## config.mk

```make
export PLATFORM = sky130hd
export DESIGN_NAME = load_port_arbiter_flat
export DESIGN_NICKNAME = d
export VERILOG_FILES = /design/src/rtl/load_arb_pkg.sv /design/src/rtl/load_port_arbiter_if.sv /design/src/rtl/load_arb_id_fifo.sv /design/src/rtl/load_port_arbiter.sv /design/src/flat_wrapper.sv
export SDC_FILE = /design/constraint.sdc
export NUM_CORES = 1
export LEC_CHECK = 0
export CORE_UTILIZATION = 31
export DETAILED_ROUTE_END_ITERATION = 10
export PLACE_DENSITY_LB_ADDON = 0.12
export SETUP_SLACK_MARGIN = 0.2
export SLEW_MARGIN = 0
export SYNTH_ARGS = -nofsm -noshare
export SYNTH_HDL_FRONTEND = slang
export SYNTH_HIERARCHICAL = 1
export SYNTH_SLANG_ARGS = --single-unit
```

## constraint.sdc

```tcl
create_clock -name clk -period 4.99 [get_ports clk]
set_input_delay 1.2475 -clock clk [delete_from_list [all_inputs] [get_ports clk]]
set_output_delay 1.2475 -clock clk [all_outputs]
set_load 0.005 [all_outputs]
```

## src/rtl/load_arb_pkg.sv

```systemverilog
// Shared helpers for the load port arbiter: ID width, round-robin search, reset values.
package load_arb_pkg;

    localparam int MAX_PORTS   = 32;
    localparam int RESET_PTR   = 0;
    localparam int RESET_COUNT = 0;

    function automatic int idWidth(input int n);
        return (n <= 2) ? 1 : $clog2(n);
    endfunction

    // Returns the first set index of valid[0 +: n] scanning from start with wrap; 0 if none set.
    function automatic int rrSearch(input logic [MAX_PORTS-1:0] valid, input int start, input int n);
        int   idx;
        int   result;
        logic found;
        found  = 1'b0;
        result = 0;
        for (int k = 0; k < MAX_PORTS; k++) begin
            if (k < n && !found) begin
                idx = start + k;
                if (idx >= n) idx = idx - n;
                if (valid[idx]) begin
                    found  = 1'b1;
                    result = idx;
                end
            end
        end
        return result;
    endfunction

endpackage

```

## src/rtl/load_port_arbiter_if.sv

```systemverilog
// Bundle of the per-port load channels and the shared memory load channel.
interface load_port_arbiter_if #(
    parameter int NUM_PORTS = 2,
    parameter int DATA_TYPE = 32,
    parameter int ADDR_TYPE = 32
);
    logic [NUM_PORTS*ADDR_TYPE-1:0] addrIn;
    logic [NUM_PORTS-1:0]           addrIn_valid;
    logic [NUM_PORTS-1:0]           addrIn_ready;
    logic [ADDR_TYPE-1:0]           addrOut;
    logic                           addrOut_valid;
    logic                           addrOut_ready;
    logic [DATA_TYPE-1:0]           dataFromMem;
    logic                           dataFromMem_valid;
    logic                           dataFromMem_ready;
    logic [NUM_PORTS*DATA_TYPE-1:0] dataOut;
    logic [NUM_PORTS-1:0]           dataOut_valid;
    logic [NUM_PORTS-1:0]           dataOut_ready;

    // master is the arbiter itself; slave is the surrounding load units and memory interface.
    modport master (
        input  addrIn, addrIn_valid, addrOut_ready, dataFromMem, dataFromMem_valid, dataOut_ready,
        output addrIn_ready, addrOut, addrOut_valid, dataFromMem_ready, dataOut, dataOut_valid
    );
    modport slave (
        output addrIn, addrIn_valid, addrOut_ready, dataFromMem, dataFromMem_valid, dataOut_ready,
        input  addrIn_ready, addrOut, addrOut_valid, dataFromMem_ready, dataOut, dataOut_valid
    );
endinterface

```

## src/rtl/load_arb_id_fifo.sv

```systemverilog
// FIFO of issuing port IDs; the head is read combinationally so returns route with zero latency.
module load_arb_id_fifo
    import load_arb_pkg::*;
#(
    parameter int DEPTH = 4,
    parameter int WIDTH = 1,
    parameter int CNTW  = $clog2(DEPTH + 1)
) (
    input  logic             clk,
    input  logic             rst,
    input  logic             push,
    input  logic [WIDTH-1:0] pushId,
    input  logic             pop,
    output logic [WIDTH-1:0] headId,
    output logic [CNTW-1:0]  count,
    output logic             empty
);
    localparam int AW = (DEPTH > 1) ? $clog2(DEPTH) : 1;

    logic [WIDTH-1:0] mem [DEPTH];
    logic [AW-1:0]    wrPtrReg;
    logic [AW-1:0]    rdPtrReg;
    logic [CNTW-1:0]  countReg;
    logic             full;
    logic             pushOk;
    logic             popOk;

    function automatic logic [AW-1:0] advance(input logic [AW-1:0] p);
        return (p == AW'(DEPTH - 1)) ? '0 : p + AW'(1);
    endfunction

    assign full   = (countReg == CNTW'(DEPTH));
    assign empty  = (countReg == '0);
    assign pushOk = push && !full;
    assign popOk  = pop && !empty;
    assign count  = countReg;
    assign headId = mem[rdPtrReg];

    always_ff @(posedge clk or posedge rst) begin
        if (rst) begin
            wrPtrReg <= '0;
            rdPtrReg <= '0;
            countReg <= CNTW'(RESET_COUNT);
        end else begin
            if (pushOk) wrPtrReg <= advance(wrPtrReg);
            if (popOk)  rdPtrReg <= advance(rdPtrReg);
            case ({pushOk, popOk})
                2'b10:   countReg <= countReg + CNTW'(1);
                2'b01:   countReg <= countReg - CNTW'(1);
                default: countReg <= countReg;
            endcase
        end
    end

    // Storage needs no reset: occupancy gates every use of the head.
    always_ff @(posedge clk) begin
        if (pushOk) mem[wrPtrReg] <= pushId;
    end

endmodule

```

## src/rtl/load_port_arbiter.sv

```systemverilog
// Shares one memory load channel among NUM_PORTS load ports; returns are routed by issue order.
// Define LOAD_ARB_FIXED_PRIO_EN for fixed lowest-index priority instead of round-robin.
module load_port_arbiter
    import load_arb_pkg::*;
#(
    parameter int NUM_PORTS       = 2,
    parameter int DATA_TYPE       = 32,
    parameter int ADDR_TYPE       = 32,
    parameter int MAX_OUTSTANDING = 4
) (
    input  logic                clk,
    input  logic                rst,
    load_port_arbiter_if.master bus
);
    localparam int IDW  = idWidth(NUM_PORTS);
    localparam int CNTW = $clog2(MAX_OUTSTANDING + 1);

    logic [MAX_PORTS-1:0] validPad;
    logic                 anyValid;
    logic [IDW-1:0]       grantId;
    logic [IDW-1:0]       searchStart;
    logic [IDW-1:0]       headId;
    logic [CNTW-1:0]      fifoCount;
    logic                 fifoFull;
    logic                 fifoEmpty;
    logic                 addrOutValid;
    logic                 dataFromMemReady;
    logic                 issueFire;
    logic                 returnFire;

`ifdef LOAD_ARB_FIXED_PRIO_EN
    assign searchStart = '0;
`else
    logic [IDW-1:0] ptrReg;
    logic [IDW-1:0] ptrNext;

    always_ff @(posedge clk or posedge rst) begin
        if (rst) ptrReg <= IDW'(RESET_PTR);
        else     ptrReg <= ptrNext;
    end

    // Explicit wrap keeps non-power-of-two port counts inside range.
    always_comb begin
        ptrNext = ptrReg;
        if (issueFire) ptrNext = (grantId == IDW'(NUM_PORTS - 1)) ? '0 : grantId + IDW'(1);
    end

    assign searchStart = ptrReg;
`endif

    always_comb begin
        validPad                 = '0;
        validPad[NUM_PORTS-1:0]  = bus.addrIn_valid;
        anyValid                 = |bus.addrIn_valid;
        grantId                  = IDW'(rrSearch(validPad, int'(searchStart), NUM_PORTS));
    end

    assign fifoFull         = (fifoCount == CNTW'(MAX_OUTSTANDING));
    assign addrOutValid     = !rst && anyValid && !fifoFull;
    assign dataFromMemReady = !rst && !fifoEmpty && bus.dataOut_ready[headId];
    assign issueFire        = addrOutValid && bus.addrOut_ready;
    assign returnFire       = bus.dataFromMem_valid && dataFromMemReady;

    assign bus.addrOut_valid     = addrOutValid;
    assign bus.dataFromMem_ready = dataFromMemReady;
    assign bus.addrOut           = (rst || !anyValid) ? '0 : bus.addrIn[grantId*ADDR_TYPE +: ADDR_TYPE];

    genvar gi;
    generate
        for (gi = 0; gi < NUM_PORTS; gi++) begin : gPort
            assign bus.addrIn_ready[gi]                     = addrOutValid && bus.addrOut_ready && (grantId == IDW'(gi));
            assign bus.dataOut[gi*DATA_TYPE +: DATA_TYPE]   = bus.dataFromMem;
            assign bus.dataOut_valid[gi]                    = !rst && bus.dataFromMem_valid && !fifoEmpty && (headId == IDW'(gi));
        end
    endgenerate

    load_arb_id_fifo #(
        .DEPTH (MAX_OUTSTANDING),
        .WIDTH (IDW),
        .CNTW  (CNTW)
    ) idFifo (
        .clk    (clk),
        .rst    (rst),
        .push   (issueFire),
        .pushId (grantId),
        .pop    (returnFire),
        .headId (headId),
        .count  (fifoCount),
        .empty  (fifoEmpty)
    );

endmodule
```

## src/flat_wrapper.sv

```systemverilog
// flat-port wrapper written by rule: the top's interface ports become plain ports
module load_port_arbiter_flat import load_arb_pkg::*;
#(
    parameter int NUM_PORTS       = 2,
    parameter int DATA_TYPE       = 32,
    parameter int ADDR_TYPE       = 32,
    parameter int MAX_OUTSTANDING = 4
)
  (clk, rst, bus_addrIn, bus_addrIn_valid, bus_addrOut_ready, bus_dataFromMem, bus_dataFromMem_valid, bus_dataOut_ready, bus_addrIn_ready, bus_addrOut, bus_addrOut_valid, bus_dataFromMem_ready, bus_dataOut, bus_dataOut_valid);
  load_port_arbiter_if #(.NUM_PORTS(NUM_PORTS), .DATA_TYPE(DATA_TYPE), .ADDR_TYPE(ADDR_TYPE)) bus_i ();
  input  logic clk;
  input  logic rst;
  input wire logic [$bits(bus_i.addrIn)-1:0] bus_addrIn;
  input wire logic [$bits(bus_i.addrIn_valid)-1:0] bus_addrIn_valid;
  input wire logic [$bits(bus_i.addrOut_ready)-1:0] bus_addrOut_ready;
  input wire logic [$bits(bus_i.dataFromMem)-1:0] bus_dataFromMem;
  input wire logic [$bits(bus_i.dataFromMem_valid)-1:0] bus_dataFromMem_valid;
  input wire logic [$bits(bus_i.dataOut_ready)-1:0] bus_dataOut_ready;
  output wire logic [$bits(bus_i.addrIn_ready)-1:0] bus_addrIn_ready;
  output wire logic [$bits(bus_i.addrOut)-1:0] bus_addrOut;
  output wire logic [$bits(bus_i.addrOut_valid)-1:0] bus_addrOut_valid;
  output wire logic [$bits(bus_i.dataFromMem_ready)-1:0] bus_dataFromMem_ready;
  output wire logic [$bits(bus_i.dataOut)-1:0] bus_dataOut;
  output wire logic [$bits(bus_i.dataOut_valid)-1:0] bus_dataOut_valid;
  assign bus_i.addrIn = bus_addrIn;
  assign bus_i.addrIn_valid = bus_addrIn_valid;
  assign bus_i.addrOut_ready = bus_addrOut_ready;
  assign bus_i.dataFromMem = bus_dataFromMem;
  assign bus_i.dataFromMem_valid = bus_dataFromMem_valid;
  assign bus_i.dataOut_ready = bus_dataOut_ready;
  assign bus_addrIn_ready = bus_i.addrIn_ready;
  assign bus_addrOut = bus_i.addrOut;
  assign bus_addrOut_valid = bus_i.addrOut_valid;
  assign bus_dataFromMem_ready = bus_i.dataFromMem_ready;
  assign bus_dataOut = bus_i.dataOut;
  assign bus_dataOut_valid = bus_i.dataOut_valid;
  load_port_arbiter #(.NUM_PORTS(NUM_PORTS), .DATA_TYPE(DATA_TYPE), .ADDR_TYPE(ADDR_TYPE), .MAX_OUTSTANDING(MAX_OUTSTANDING)) u_core (.clk(clk), .rst(rst), .bus(bus_i));
endmodule
```

==> impl_metrics.env, run 1 <==
export IMPL_initial_core_util_pct=32.04
export IMPL_fmax_mhz=229.6
export IMPL_reg2reg_from="u_core/idFifo/rdPtrReg[0]"
export IMPL_worstHoldStart="u_core/idFifo/count[0]"
export IMPL_ys_types=33
export IMPL_rsz0062_at_grt="no"
export IMPL_synth_top_area_share_pct=25.73
export IMPL_fillers=592
export IMPL_insertedDiodeCount=0
export IMPL_slowest_stage="clkdlybuf4s50_1"
export IMPL_finalCriticalPeriod_ps=4355
export IMPL_crit_chain="clkdlybuf4s50_1 -> inv_2 -> o21ai_1 -> a21oi_1 -> clkdlybuf4s50_1"
export IMPL_worst_skew_pair_late_latency_ps=230
export IMPL_whs_path_depth=1
export IMPL_r2r_slack_ps=2260
export IMPL_fp_dieW_um=80.22
export IMPL_reg2reg_depth=12
export IMPL_synth_cells=243
export IMPL_clkSlewWorstSetupHoldPaths_ps=50
export IMPL_layout_commonest_cell="clkdlybuf4s50_1"
export IMPL_crit_top_cell="clkdlybuf4s50_1"
export IMPL_p_leak_nw=0.9743
export IMPL_cts_resized=0
export IMPL_synth_area_leader_cell="buf_4"
export IMPL_synthTopCellsByArea="buf_4 26%, nand3b_1 13%, dfrtp_1 11%, a21oi_1 8.4%, o21ai_1 8.4%"
export IMPL_finalSetupTns_ps=0
export IMPL_cts_buffers=3
export IMPL_routed_via_count=1709
export IMPL_syn_area_per_cell_sq_um=7.806
export IMPL_antenna_left=0
export IMPL_drt_iter0_drc=57
export IMPL_worst_setup_path_start_kind="primary input"
export IMPL_worst_path_buf_inv=3
export IMPL_powerDensity_mw_per_mm2=263.3
export IMPL_tightest_slew_ps=554.7
export IMPL_holdBufCountCts=0
export IMPL_end_kind="output pin"
export IMPL_grt_start_max_net_pins=43
export IMPL_r2r_end="u_core/idFifo/count[2]"
export IMPL_gp_congestion=0.7199
export IMPL_post_cts_buffers=0
export IMPL_final_nets=392
export IMPL_critPathMaxStageDelay_ps=530
export IMPL_hold_end="u_core/idFifo/count[0]"
export IMPL_cp_max_fo=32
export IMPL_overflow=0
export IMPL_die_area_sq_mm=0.006435
export IMPL_power_uw=689.1
export IMPL_io_pin_count=206
export IMPL_syn_nets=354
export IMPL_ir_drop_uv=215.0
export IMPL_core_sq_mm=0.005921
export IMPL_grtUsageTotal_pct=14.87
export IMPL_hp_class="reg -> reg"
export IMPL_post_route_period_util_pct=87.28
export IMPL_holdWs_ps=548.7
export IMPL_area_delta_synth_final_pct=37.99
export IMPL_cts_sinks=12
export IMPL_vias_per_cell=4.814
export IMPL_final_hold_viol_count=0
export IMPL_slew_headroom_pct=62.96
export IMPL_yosysWarnings=6
export IMPL_cts_tree="done"
export IMPL_grt_pass1_wl_um=7500
export IMPL_routedWlPerCell_um=15.35
export IMPL_port_buffers=109
export IMPL_crit_family="buffers and inverters"
export IMPL_synth_seq_area_share_pct=16.89
export IMPL_antenna_found_initial=0
export IMPL_dieHeight_um=80.22
export IMPL_drc=0
export IMPL_arrival_ps=3110
export IMPL_dr_pass1_iters=5
export IMPL_skew_ps=3.566
export IMPL_setup_viol=0
export IMPL_worstSetupPathType="in -> out"
export IMPL_fin_util_pct=44.21
export IMPL_status="finished clean"
export IMPL_clk_path_buf_depth=2
export IMPL_synth_seq_cells=12
export IMPL_cts_max_level=1
export IMPL_drv_cap=0
export IMPL_final_layout_size_suffix_gt1_share_pct=8.214
export IMPL_grt_pass1_vias=1533
export IMPL_wl_um=5450
export IMPL_syn_area_sq_mm=0.001897
export IMPL_dp_hpwl_um=4173
export IMPL_crit_required_ps=3740
export IMPL_fp_row_count=28
export IMPL_slew_violations=0
export IMPL_final_cell_mix="109 x clkdlybuf4s50_1, 32 x nand3b_1, 32 x o21ai_1, 32 x a21oi_1, 10 x inv_1"
export IMPL_clock_root_buffer="clkbuf_8"
==> synthesized netlist by cell type <==
library cell and count:
a21oi_1 32, a31oi_4 1, and2_1 5, and4bb_1 1, buf_1 3, buf_2 5, buf_4 65, clkbuf_1 8
dfrtp_1 8, edfxtp_1 4, fa_1 1, ha_1 6, inv_1 10, inv_2 3, mux2_4 5, mux2i_1 1
mux4_2 1, nand2_1 1, nand2b_1 1, nand2b_4 1, nand3b_1 32, nor2_1 6, nor2b_1 1, nor3_1 1
nor3_2 1, nor3b_1 1, nor4b_1 1, o21ai_0 1, o21ai_1 32, o21bai_4 1, or3b_4 1, xnor2_1 1
xor2_1 2
==> through the flow <==
step / cells / instance area [sq um] / setup slack [ps]
CTS: 355 / 2618 / 634.7
global route: 355 / 2618 / 491.0
detailed placement: 351 / 2572 / 650.3
floorplan: 243 / 1897 / 1746
global placement: 351 / 2572 / 605.5
finish: 355 / 2618 / 634.9
==> metal layers <==
metal,track usage [%],vias to the layer above,share of wire (%)
met5,0,-,0
li1,-,836,-
met1,17.29,772,40
met2,26.75,91,49
met4,1.607,0,0.53
met3,5.341,10,10
==> area by class of cell <==
cell class / instances / area, sq um / share of cell area, %
inverters: 13 / 48.80 / 1.864
repair buffers: 114 / 1129 / 43.12
well taps: 75 / 93.84 / 3.585
multi-input cells: 137 / 980.9 / 37.48
flip-flops and latches: 12 / 320.3 / 12.24
clock buffers: 4 / 45.04 / 1.721
==> worst max-delay path by stage <==
stage                     slack [ps]  cells after the start             end                 from
final                            630                      5  bus_addrOut[7]  bus_addrIn_valid[1]
after global routing             490                      5  bus_addrOut[7]  bus_addrIn_valid[1]
after CTS                        630                      5  bus_addrOut[7]  bus_addrIn_valid[1]
after detailed placement         650                      5  bus_addrOut[7]  bus_addrIn_valid[1]
after global placement           610                      5  bus_addrOut[7]  bus_addrIn_valid[1]
after floorplan                 1750                      5  bus_addrOut[0]  bus_addrIn_valid[1]
==> report_power, final <==
part,internal [mW],leakage (nW),switching [mW],total (mW)
Clock,0.0560,0.0228,0.0323,0.0883
Combinational,0.246,0.820,0.169,0.416
Sequential,0.140,0.131,0.0449,0.185
==> sequential cells by signal, summed over array words and instances (netlist names) <==
name,count
u_core/idFifo/mem,4
u_core/idFifo/count,3
u_core/idFifo/rdPtrReg,2
u_core/idFifo/wrPtrReg,2
u_core/ptrReg,1
==> worst register-to-register path: cells and delay by family, from the launching register on <==
family | cells | cell delay, ps
multiplexers | 2 | 720
AND/OR/NAND/NOR | 4 | 560
adder cells (fa/ha/maj) | 2 | 540
flip-flops | 1 | 420
XOR/XNOR | 2 | 310
buffers and inverters | 2 | 110
==> logic make-up after synthesis <==
group	after synthesis	share of synthesized area [%]
and+or+nand+nor	53	19.99
muxes	7	5.673
buffers and inverters	94	31.79
AOI/OAI and AO/OA	67	19.26
adders and majority gates	7	5.013
xor gates and xnor gates	3	1.385
DFF	12	16.89
Note: power is estimated with default switching activity, not from simulation.
==> run 2, diff against run 1 <==
- ABC_AREA: unset -> 1
- CORE_UTILIZATION: 31 -> 25
==> run 2 against run 1 <==
  * Die area is 15% higher
  * Synthesized cell count rose by 10%
  * Fmax is 3.1% lower
  * Sequential share of layout area grew 0.75 points
  * Total power decreased by 9.0%
  * Clock skew increased by 0.65 ps
  * Synthesized area decreased by 7.0%
  * Non-clock buffer count decreased by 5
  * Largest cell class unchanged
==> impl_metrics.env, run 2 <==
export IMPL_routedWlPerCell_um=11.85
export IMPL_fp_row_count=30
export IMPL_yosysMostFrequentCell="nor2_1"
export IMPL_powerDensity_mw_per_mm2=254.2
export IMPL_dp_hpwl_um=3684
export IMPL_syn_area_per_cell_sq_um=6.583
export IMPL_area_delta_synth_final_pct=39.79
export IMPL_grt_pass1_wl_um=7086
export IMPL_p_leak_nw=1.049
export IMPL_post_cts_buffers=0
export IMPL_overflow=0
export IMPL_final_nets=420
export IMPL_tightest_slew_ps=448.1
export IMPL_power_frac_comb_pct=58.5
export IMPL_slew_violations=0
export IMPL_synthFlopType="dfrtp_1"
export IMPL_dieHeight_um=86.01
export IMPL_holdBufCountCts=0
export IMPL_gp_congestion=0.7296
export IMPL_die_area_sq_mm=0.007397
export IMPL_reg2reg_depth=15
export IMPL_r2r_slack_ps=2410
export IMPL_ir_drop_uv=86.81
export IMPL_core_sq_mm=0.006794
export IMPL_synth_seq_area_share_pct=18.16
export IMPL_fp_dieW_um=86.01
export IMPL_dr_pass1_iters=4
export IMPL_wl_um=4787
export IMPL_clk_path_buf_depth=2
export IMPL_grtUsageTotal_pct=12.19
export IMPL_clkSlewWorstSetupHoldPaths_ps=50
export IMPL_hp_class="reg -> reg"
export IMPL_skew_ps=4.218
export IMPL_syn_area_sq_mm=0.001764
export IMPL_stdcell_area_sq_mm=0.002466
export IMPL_io_pin_count=206
export IMPL_fin_util_pct=36.30
export IMPL_insertedDiodeCount=0
export IMPL_finalSetupTns_ps=0
export IMPL_drt_iter0_drc=35
export IMPL_synth_common_cells="77 x nor2_1, 68 x buf_4, 30 x o21ai_1"
export IMPL_intPower_uw=374.5
export IMPL_critPathCapture="bus_addrOut[3]"
export IMPL_initial_core_util_pct=25.97
export IMPL_drv_cap=0
export IMPL_final_hold_viol_count=0
export IMPL_fillers=762
export IMPL_ys_types=28
export IMPL_dp_slack_ps=505.8
export IMPL_post_route_period_util_pct=90.09
export IMPL_largest_reg_flops=4
export IMPL_dpl_instance_area_sq_mm=0.002421
export IMPL_synth_cells=268
export IMPL_status="finished clean"
export IMPL_p_seq_share_pct=27.4
export IMPL_antenna_found_initial=0
export IMPL_slew_headroom_pct=70.13
export IMPL_setup_slack_ps=494.3
export IMPL_seq_area_sq_um=320.3
export IMPL_worst_setup_path_start_kind="primary input"
export IMPL_yosysWarnings=6
export IMPL_synth_edf_count=4
export IMPL_worstSetupPathType="in -> out"
export IMPL_grt_start_max_net_pins=37
export IMPL_layout_commonest_cell="clkdlybuf4s50_1"
export IMPL_async_flop_share_pct=66.67
export IMPL_switching_share_pct=40.26
export IMPL_finalCriticalPeriod_ps=4496
export IMPL_cp_max_fo=36
export IMPL_worst_skew_pair_late_latency_ps=240
export IMPL_final_cell_mix="109 x clkdlybuf4s50_1, 77 x nor2_1, 30 x o21ai_1, 20 x nand2_1, 18 x inv_1"
export IMPL_drc=0
export IMPL_crit_required_ps=3740
export IMPL_reg2reg_from="u_core/idFifo/rdPtrReg[0]"
export IMPL_p_switching_uw=252.4
export IMPL_synth_seq_cells=12
export IMPL_vias_per_cell=4.015
export IMPL_clkPwrFrac_pct=14.2
export IMPL_syn_nets=379
export IMPL_critPathLaunch="bus_addrIn_valid[1]"
export IMPL_arrival_ps=3250
export IMPL_synthTopCellsByArea="buf_4 29%, nor2_1 16%, dfrtp_1 11%, o21ai_1 8.5%, edfxtp_1 6.8%"
export IMPL_synth_top_area_share_pct=28.94
export IMPL_cts_resized=0
export IMPL_synth_area_leader_cell="buf_4"
export IMPL_grt_pass1_vias=1434
export IMPL_cts_tree="done"
export IMPL_setup_viol=0
export IMPL_clock_root_buffer="clkbuf_8"
export IMPL_final_layout_size_suffix_gt1_share_pct=5.519
export IMPL_antenna_left=0
export IMPL_cts_sinks=12
export IMPL_multiInputGateArea_sq_um=800.8
export IMPL_port_buffers=109
export IMPL_top_register="u_core/idFifo/mem"
export IMPL_power_uw=626.9
export IMPL_routed_via_count=1622
export IMPL_rsz0062_at_grt="no"
export IMPL_cts_buffers=3
export IMPL_r2r_end="u_core/idFifo/count[2]"
export IMPL_fmax_mhz=222.4
export IMPL_end_kind="output pin"
export IMPL_cts_max_level=1
[run 2: power groups by stage]
stage,Clock (mW),Sequential (mW),Combinational [mW]
detailed placement,0,0.173,0.371
CTS,0.0934,0.172,0.372
global placement,0,0.173,0.371
floorplan,0,0.165,0.262
finish,0.0887,0.171,0.367
global route,0.100,0.178,0.419
[run 2: kinds of logic after synthesis]
group,after synthesis,share of synthesized area (%)
simple gates,116,29.15
flops,12,18.16
compound gates,36,10.35
xor+xnor,1,0.4965
buf+inv,96,36.45
fa+ha+maj,7,5.390
[run 2: worst min-delay path by stage]
stage	slack, ps	to	startpoint	depth (start not counted)
6_report	500	u_core/idFifo/count[0]	u_core/idFifo/count[0]	1
5_1_grt	520	u_core/idFifo/count[0]	u_core/idFifo/count[0]	1
4_1_cts	510	u_core/ptrReg	u_core/ptrReg	2
3_5_place_dp	490	u_core/ptrReg	u_core/ptrReg	2
3_3_place_gp	480	u_core/ptrReg	u_core/ptrReg	2
2_1_floorplan	450	u_core/ptrReg	u_core/ptrReg	2
[run 2: final cells by class]
type                    count  share of cell area (%)
clock inverters             1                  0.1522
clock buffers               3                   1.674
multi-input cells         160                   32.47
flip-flops and latches     12                   12.99
well taps                  96                   4.871
repair buffers            109                   44.24
inverters                  23                   3.602
[run 2: worst max-delay path, stage by stage]
cell and delay (ps):
clkdlybuf4s50_1 550, nand2_4 260, inv_4 390, nor2_1 70
nor2_1 180, clkdlybuf4s50_1 540
[run 2: per-stage QoR]
stage / hold slack, ps / std cells
2_1_floorplan: 450.1 / 268
6_report: 502.6 / 404
4_1_cts: 505.6 / 404
5_1_grt: 516.9 / 404
3_3_place_gp: 477.8 / 400
3_5_place_dp: 491.8 / 400
[run 2: routing by layer]
layer  track usage [%]  part of all wire, %  vias to the layer above
met4             5.303                  1.8                        0
met3             2.310                  7.8                       16
met1             15.36                   44                      681
li1                  -                    -                      853
met5                 0                    0                        -
met2             20.20                   47                       72
